### src/rtl/fir_seq_pkg.sv
// rtl/fir_seq_pkg.sv - state encoding and address-width helper for the FIR sequencer
package fir_seq_pkg;

    typedef logic [2:0] state_t;

    localparam state_t IDLE  = 3'd0;
    localparam state_t LOAD  = 3'd1;
    localparam state_t GET   = 3'd2;
    localparam state_t START = 3'd3;
    localparam state_t WAIT  = 3'd4;
    localparam state_t PUSH  = 3'd5;
    localparam state_t FIN   = 3'd6;

    function automatic int tap_addr_width(input int n);
        int w;
        w = 1;
        while ((1 << w) < n) w++;
        return w;
    endfunction

endpackage

### src/rtl/fir_seq_outbuf.sv
// rtl/fir_seq_outbuf.sv - one-entry result register between the engine and the result stream
module fir_seq_outbuf #(
    parameter int DATA_WIDTH = 32
) (
    input  logic                  clk,
    input  logic                  rst,
    input  logic                  load,
    input  logic [DATA_WIDTH-1:0] load_data,
    input  logic                  load_last,
    input  logic                  clear,
    output logic                  valid,
    output logic [DATA_WIDTH-1:0] data,
    output logic                  last
);

    always_ff @(posedge clk or posedge rst) begin
        if (rst) begin
            valid <= 1'b0;
            data  <= '0;
            last  <= 1'b0;
        end else if (load) begin
            valid <= 1'b1;
            data  <= load_data;
            last  <= load_last;
        end else if (clear) begin
            valid <= 1'b0;
            data  <= '0;
            last  <= 1'b0;
        end
    end

endmodule

### src/rtl/fir_seq_ctrl.sv
// rtl/fir_seq_ctrl.sv - tap loader and sample/result sequencer for the single-sample FIR engine
// Optional engine watchdog enabled by defining FIR_SEQ_TIMEOUT_EN.
module fir_seq_ctrl
    import fir_seq_pkg::*;
#(
    parameter int DATA_WIDTH  = 32,
    parameter int TAP_NUM     = 16,
    parameter int LEN_WIDTH   = 16,
`ifdef FIR_SEQ_TIMEOUT_EN
    parameter int TIMEOUT_CYC = 64,
`endif
    localparam int TAP_AW     = tap_addr_width(TAP_NUM)
) (
    input  logic                  clk,
    input  logic                  rst,
    input  logic                  cfg_go,
    input  logic                  cfg_reload,
    input  logic [LEN_WIDTH-1:0]  cfg_len,
    input  logic                  tap_valid,
    output logic                  tap_ready,
    input  logic [DATA_WIDTH-1:0] tap_data,
    input  logic                  ss_valid,
    output logic                  ss_ready,
    input  logic [DATA_WIDTH-1:0] ss_data,
    output logic                  sm_valid,
    input  logic                  sm_ready,
    output logic [DATA_WIDTH-1:0] sm_data,
    output logic                  sm_last,
    output logic                  fir_tap_we,
    output logic [TAP_AW-1:0]     fir_tap_addr,
    output logic [DATA_WIDTH-1:0] fir_tap_data,
    output logic                  fir_start,
    output logic [DATA_WIDTH-1:0] fir_x_in,
    input  logic [DATA_WIDTH-1:0] fir_y_out,
    input  logic                  fir_done,
    output logic                  busy,
    output logic                  job_done,
    output logic                  err
);

    state_t                state, state_nxt;
    logic [TAP_AW-1:0]     tap_idx;
    logic [LEN_WIDTH-1:0]  count, count_inc, len_r;
    logic [DATA_WIDTH-1:0] x_reg;
    logic                  go_acc, tap_hs, ss_hs, sm_hs, tap_last, wd_expire;

    assign go_acc    = (state == IDLE) && cfg_go;
    assign tap_hs    = (state == LOAD) && tap_valid;
    assign ss_hs     = (state == GET) && ss_valid;
    assign sm_hs     = sm_valid && sm_ready;
    assign tap_last  = tap_idx == TAP_AW'(TAP_NUM - 1);
    assign count_inc = count + 1'b1;

`ifdef FIR_SEQ_TIMEOUT_EN
    localparam int WD_W = $clog2(TIMEOUT_CYC) + 1;
    logic [WD_W-1:0] wd_cnt;
    logic            err_r;

    assign wd_expire = (state == WAIT) && !fir_done && (wd_cnt == WD_W'(TIMEOUT_CYC - 1));
    assign err       = err_r;

    // Counter only runs while an engine result is outstanding.
    always_ff @(posedge clk or posedge rst) begin
        if (rst) begin
            wd_cnt <= '0;
            err_r  <= 1'b0;
        end else begin
            wd_cnt <= (state == WAIT) ? wd_cnt + 1'b1 : '0;
            if (go_acc)
                err_r <= 1'b0;
            else if (wd_expire)
                err_r <= 1'b1;
        end
    end
`else
    assign wd_expire = 1'b0;
    assign err       = 1'b0;
`endif

    always_ff @(posedge clk or posedge rst) begin
        if (rst) state <= IDLE;
        else     state <= state_nxt;
    end

    always_ff @(posedge clk or posedge rst) begin
        if (rst) begin
            tap_idx <= '0;
            count   <= '0;
            len_r   <= '0;
            x_reg   <= '0;
        end else begin
            if (go_acc) begin
                len_r <= cfg_len;
                count <= '0;
            end
            if (tap_hs)
                tap_idx <= tap_last ? '0 : tap_idx + 1'b1;
            if (ss_hs)
                x_reg <= ss_data;
            if ((state == PUSH) && sm_hs)
                count <= count_inc;
        end
    end

    always_comb begin
        state_nxt = state;
        case (state)
            IDLE:  if (cfg_go) state_nxt = cfg_reload ? LOAD : ((cfg_len == '0) ? FIN : GET);
            LOAD:  if (tap_hs && tap_last) state_nxt = (len_r == '0) ? FIN : GET;
            GET:   if (ss_hs) state_nxt = START;
            START: state_nxt = WAIT;
            WAIT:  if (fir_done) state_nxt = PUSH;
                   else if (wd_expire) state_nxt = FIN;
            PUSH:  if (sm_hs) state_nxt = (count_inc == len_r) ? FIN : GET;
            FIN:   state_nxt = IDLE;
            default: state_nxt = IDLE;
        endcase
    end

    always_comb begin
        tap_ready    = (state == LOAD);
        fir_tap_we   = tap_hs;
        fir_tap_addr = (state == LOAD) ? tap_idx : '0;
        fir_tap_data = (state == LOAD) ? tap_data : '0;
        ss_ready     = (state == GET);
        fir_start    = (state == START);
        fir_x_in     = x_reg;
        busy         = (state != IDLE) && (state != FIN);
        job_done     = (state == FIN);
    end

    fir_seq_outbuf #(.DATA_WIDTH(DATA_WIDTH)) u_outbuf (
        .clk       (clk),
        .rst       (rst),
        .load      ((state == WAIT) && fir_done),
        .load_data (fir_y_out),
        .load_last (count == len_r - 1'b1),
        .clear     (sm_hs),
        .valid     (sm_valid),
        .data      (sm_data),
        .last      (sm_last)
    );

endmodule

### config.mk
export PLATFORM = sky130hd
export DESIGN_NAME = fir_seq_ctrl
export DESIGN_NICKNAME = d
export VERILOG_FILES = /design/src/rtl/fir_seq_pkg.sv /design/src/rtl/fir_seq_outbuf.sv /design/src/rtl/fir_seq_ctrl.sv
export SDC_FILE = /design/constraint.sdc
export NUM_CORES = 1
export LEC_CHECK = 0
export BUFFER_PORTS_ARGS = -buffer_cell sky130_fd_sc_hd__buf_2
export CAP_MARGIN = 20
export CORE_AREA = 2 2 117 119
export CTS_CLUSTER_SIZE = 16
export DETAILED_ROUTE_END_ITERATION = 8
export DIE_AREA = 0 0 119 121
export PLACE_DENSITY = 0.76
export SYNTH_ARGS = -nofsm -noshare
export SYNTH_HDL_FRONTEND = slang
export SYNTH_HIERARCHICAL = 1
export SYNTH_SLANG_ARGS = --single-unit
### constraint.sdc
create_clock -name clk -period 2.37 [get_ports clk]
set_input_delay 0.711 -clock clk [delete_from_list [all_inputs] [get_ports clk]]
set_output_delay 0.711 -clock clk [all_outputs]
set_load 0.02 [all_outputs]
* Word-level counts from Yosys, hierarchy flattened
Cells that the tools add are included.
Word-level totals: flip-flop bits (word level) 105, bits of input ports 120, output and inout port bits 109, word-level logic and storage cells 61
Operators by class: add/sub/neg operators 3, eq/ne operators 15, multiplexer cells 20, reductions and logical operators 15
Operator list (number):
- $mux W32 | 3
- $eq A16 B16 Y1 | 2
- $logic_not A16 Y1 | 2
- $mux W16 | 2
- $mux W3 | 9
- $pmux W3 S6 | 1
- $add A16 B1 Y16 const B | 1
- $sub A16 B1 Y16 const B | 1
- $eq A3 B3 Y1 const B | 3
- $logic_and A1 B1 Y1 | 8
- $mux W4 | 2
- $eq A3 B2 Y1 const B | 2
- $ne A2 B2 Y1 const B | 3
- $reduce_and A5 Y1 | 1
- $add A4 B1 Y4 const B | 1
- $eq A4 B4 Y1 const B | 1
- $ne A2 B1 Y1 const B | 2
- $reduce_bool A2 Y1 | 2
- $eq A3 B1 Y1 const B | 1
- $logic_not A3 Y1 | 1
- $mux W1 | 3
- $ne A3 B3 Y1 const B | 1
- $reduce_bool A3 Y1 | 1

* Longest topological paths before layout
word-level depth 5, mapped depth 10, depth with buffers taken out 9

* Modules after synthesis
Netlist, hierarchy kept.
By module, submodules not included:
- fir_seq_ctrl | instances 1, cells an instance 486, area each 4304.1 um^2, seq. area each 1776.7 um^2
- fir_seq_outbuf | instances 1, cells an instance 116, area each 1368.8 um^2, seq. area each 850.8 um^2

* Least setup slack after synthesis
OpenSTA, ideal clock, no wires.
kind reg-to-output, from register state[2], to output port fir_tap_data[10], arrival 1420 ps, required time 1659 ps, slack 239 ps, cell stages (with the launch flop) 6, path buffers 2, path through dfrtp_1 nand2b_1 nor2_1 clkbuf_1 clkbuf_1 and2_1
Between the ends: longest elaborated chain between the ends 2
Ends and longest elaborated chain:
- start: declaration | line fir_seq_ctrl.sv:41 | state_t state, state_nxt;
- start signal: assignment | line fir_seq_ctrl.sv:82 | else state <= state_nxt;
- $eq A3 B1 Y1 | line fir_seq_ctrl.sv:124 | fir_tap_data = (state == LOAD) ? tap_data : '0;
- $mux W32 | line fir_seq_ctrl.sv:124
- end: declaration | line fir_seq_ctrl.sv:31 | output logic [DATA_WIDTH-1:0] fir_tap_data,
No other way between the ends.

* Final worst setup path
from register state[2], to output port busy
Between the ends: longest elaborated chain between the ends 2, elaborated cells between the ends (all ways) 3, classes of those cells eq/ne (1); reduce/logical (2)
Ends and longest elaborated chain:
- $ne A3 B3 Y1 / $reduce_bool A3 Y1 (equally long branches) | line fir_seq_ctrl.sv:128 | busy = (state != IDLE) && (state != FIN);
- $logic_and A1 B1 Y1 (*) | line fir_seq_ctrl.sv:128
- end: declaration | line fir_seq_ctrl.sv:36 | output logic busy,
Every way passes the cells marked *; elsewhere a longest branch is shown, timed or not.

==> summary.md <==
| Metric | Value |
|---|---|
| Max FO, Critical Path | `6` |
| Synth area leaders | `dfrtp_1 (46%), nand2_1 (5.8%), and2_1 (4.2%)` |
| Initial Util | `43.4%` |
| Sequential fraction of the synthesis area | `46.3%` |
| Post-CTS Hold Buffers | `0` |
| Die area | `14400 sq um` |
| CP required | `1.66 ns` |
| Critical path's most frequent cell | `buf_4` |
| Detailed placement HPWL | `12000 um` |
| WL final | `15900 um` |
| Cell breakdown of the critical path | `buf_4, nor2b_1, or3_1, buf_4` |
| Vias in the first global route | `4924` |
| Fin crit share | `97.1%` |
| Net Count, Synth | `726` |
| Final setup margin | `0.0696 ns` |
| Outcome | `finished, final reports clean` |
| I/O pin count | `229` |
| Pleak | `3.74 nW` |
| Clock skew | `0.0108 ns` |
| Gate Count Post-Synth | `602` |
| Inserted Clock Buffers | `9` |
| Ratio of cells with drive above 1 in the final layout | `36.8%` |
| Syn-to-layout area delta | `31.0%` |
| Initial antenna violation count | `1` |
| #FFs+latches synth | `105` |
| Final ANT Viol Nets | `0` |
| WP data arrival | `1.59 ns` |
| Max cap viols | `0` |
| Reg clk slew, reported paths | `0.08 ns` |
| Wire length per cell | `15.7 um` |
| CP Class | `flop to output pin` |
| Router iterations before antenna repair | `5` |
| Final Wtd Congestion | `0.930` |
| Post-synth design cell area | `5670 sq um` |
| Pin count of the biggest net entering global routing | `54` |
| R2r setup slk | `0.13 ns` |
| Final hold vios | `0` |
| Placed inst area | `7040 sq um` |
| Worst min path class | `input port to async pin` |
| Place WS | `0.102 ns` |
| YS warnings | `6` |
| Crit. End Element | `output pin` |
| Slowest cell on crit path | `dfrtp_1` |
| Clk sinks | `105` |
| Vias per inst | `5.17` |
| DRC | `0` |
| Port buffer count | `227` |
| Count leader, synth | `dfrtp_1` |
| RSZ-0062 raised after global routing | `true` |
| Max Buffers Root-to-Sink | `2` |
| H-tree levels | `3` |
| Synth Area per Inst | `9.42 sq um` |
| Share of the synthesized area in the top cell type | `46.3%` |
| Asr flop ratio synth | `100%` |
| Post-synth EDFFs | `0` |
| Design Area, Final | `7430 sq um` |
| CTS tree | `done` |
| Clk_lat worst skew | `0.36 ns` |
| Vias | `5221` |
| Gr usage total | `21.8%` |
| Slew @ Worst Pin | `0.537 ns` |
| CP peak stage delay | `0.38 ns` |
| N_diodes | `0` |
| Die height | `121 um` |
| Grt ovf | `0` |
| CTS Root Cell | `clkbuf_16` |
| Slew Limit Fails | `0` |
| DR iter-0 viols | `355` |
| Critical path's top delay family | `simple AND/OR/NAND/NOR gates` |
| Die X-Extent | `119 um` |
| Yosys top cell by area | `dfrtp_1` |
| Fmax | `435 MHz` |
| Cell Rows | `42` |
| Pwr Density | `1240 nW/um^2` |
| Tmin final | `2.30 ns` |
| Peak VDD IR | `0.000685 V` |
| Relative slew slack | `64.1%` |
| Post-synth top cells | `dfrtp_1 (105), nand2_1 (88), and2_1 (38)` |
| Primary FF master, synth | `dfrtp_1` |
| CORE AREA | `13100 sq um` |
| Fin nets | `953` |
| CP startpoint kind | `flop` |
| Final setup vio count | `0` |
| First-pass GRT wire length | `25000 um` |
| Buffers & Inverters on Critical Path | `2` |
| Synth cell types | `54` |
| Setup TNS | `0 ns` |
[cell type report]
cell class / instances / area, sq um
multi-input cells: 440 / 2810
flip-flops and latches: 105 / 2630
well taps: 176 / 220
fillers: 1125 / 5660
clock buffers: 9 / 225
inverters: 15 / 60.1
clock inverters: 7 / 76.3
repair buffers: 258 / 1410
[power by group]
group | switching (mW) | internal [mW]
Combinational | 2.75 | 1.84
Clock | 0.713 | 0.831
Sequential | 0.540 | 2.51
[metal layers]
metal	vias up	part of all wire (%)	GRT usage, %
met2	242	46	34.0
met1	2416	45	30.0
li1	2537	-	-
met3	24	7.6	4.56
met4	2	1.8	8.18
met5	-	0.082	0
[kinds of logic after synthesis]
kind of cell | Yosys count | share of synthesized area [%]
and+or+nand+nor | 256 | 23.3
buffers and inverters | 57 | 4.92
muxes | 38 | 7.43
other | 1 | 0.0661
xor gates and xnor gates | 32 | 4.94
adders and majority gates | 4 | 0.882
DFF | 105 | 46.3
AOI/OAI and AO/OA | 109 | 12.1
[final timing paths]
kind	from	to	cells past startpoint
worst max-delay path	state[2]$_DFFE_PP0P_	busy	4
worst max register to register	len_r[10]$_DFFE_PP0P_	u_outbuf/last$_DFFE_PP0P_	7
max in group asynchronous	rst	len_r[10]$_DFFE_PP0P_	3
worst min register to register	fir_x_in[11]$_DFFE_PP0P_	fir_x_in[11]$_DFFE_PP0P_	1
min in group clk	fir_x_in[11]$_DFFE_PP0P_	fir_x_in[11]$_DFFE_PP0P_	1
worst min-delay path	rst	u_outbuf/last$_DFFE_PP0P_	2
[what timing repair did]
item                                   CTS  global route
pin swaps                                0             3
gates cloned                             0             3
endpoints found under the hold margin    0             0
buffers inserted                         0             2
resized for setup                        2            20
setup endpoints to repair                2             9
[worst reg2reg max path: stages (launching register included)]
cell      delay [ns]
dfrtp_2         0.45
nor4_4          0.34
a21oi_1         0.13
or4_1           0.49
nor4b_2         0.25
and4b_1         0.21
o2111a_1        0.17
a22o_1          0.14
[placed cells by master (no fill, tap or decap), drive strengths merged, types with 4 or more instances in the layout]
master / instances
mux2: 33
clkbuf: 11
o21ai: 45
inv: 17
and3: 9
nor3: 12
and2: 38
nor4: 6
nor2: 29
a22o: 15
buf: 256
dfrtp: 105
mux2i: 5
xnor2: 19
a211oi: 4
nand3: 25
ha: 4
nand2b: 24
xor2: 13
a21oi: 17
nand2: 88
nand4: 7
o211ai: 4
o31ai: 8
[through the flow]
stage / hold slack [ns] / total power [mW] / utilization (%) / cells
2_1_floorplan: 0.462 / 6.01 / - / 602
3_3_place_gp: 0.465 / 7.40 / 53.8 / 989
3_5_place_dp: 0.469 / 7.48 / 53.8 / 989
4_1_cts: 0.211 / 9.06 / 56.1 / 1005
5_1_grt: 0.227 / 9.81 / 56.8 / 1010
6_report: 0.217 / 9.18 / 56.8 / 1010
[flip-flops by register name (all words and copies together), names as in the netlist]
| name | count |
|---|---|
| fir_x_in | 32 |
| u_outbuf/last | 1 |
| tap_idx | 4 |
| state | 3 |
| count | 16 |
| len_r | 16 |
| u_outbuf/valid | 1 |
| u_outbuf/data | 32 |
Power figures use the tool's default switching activity.
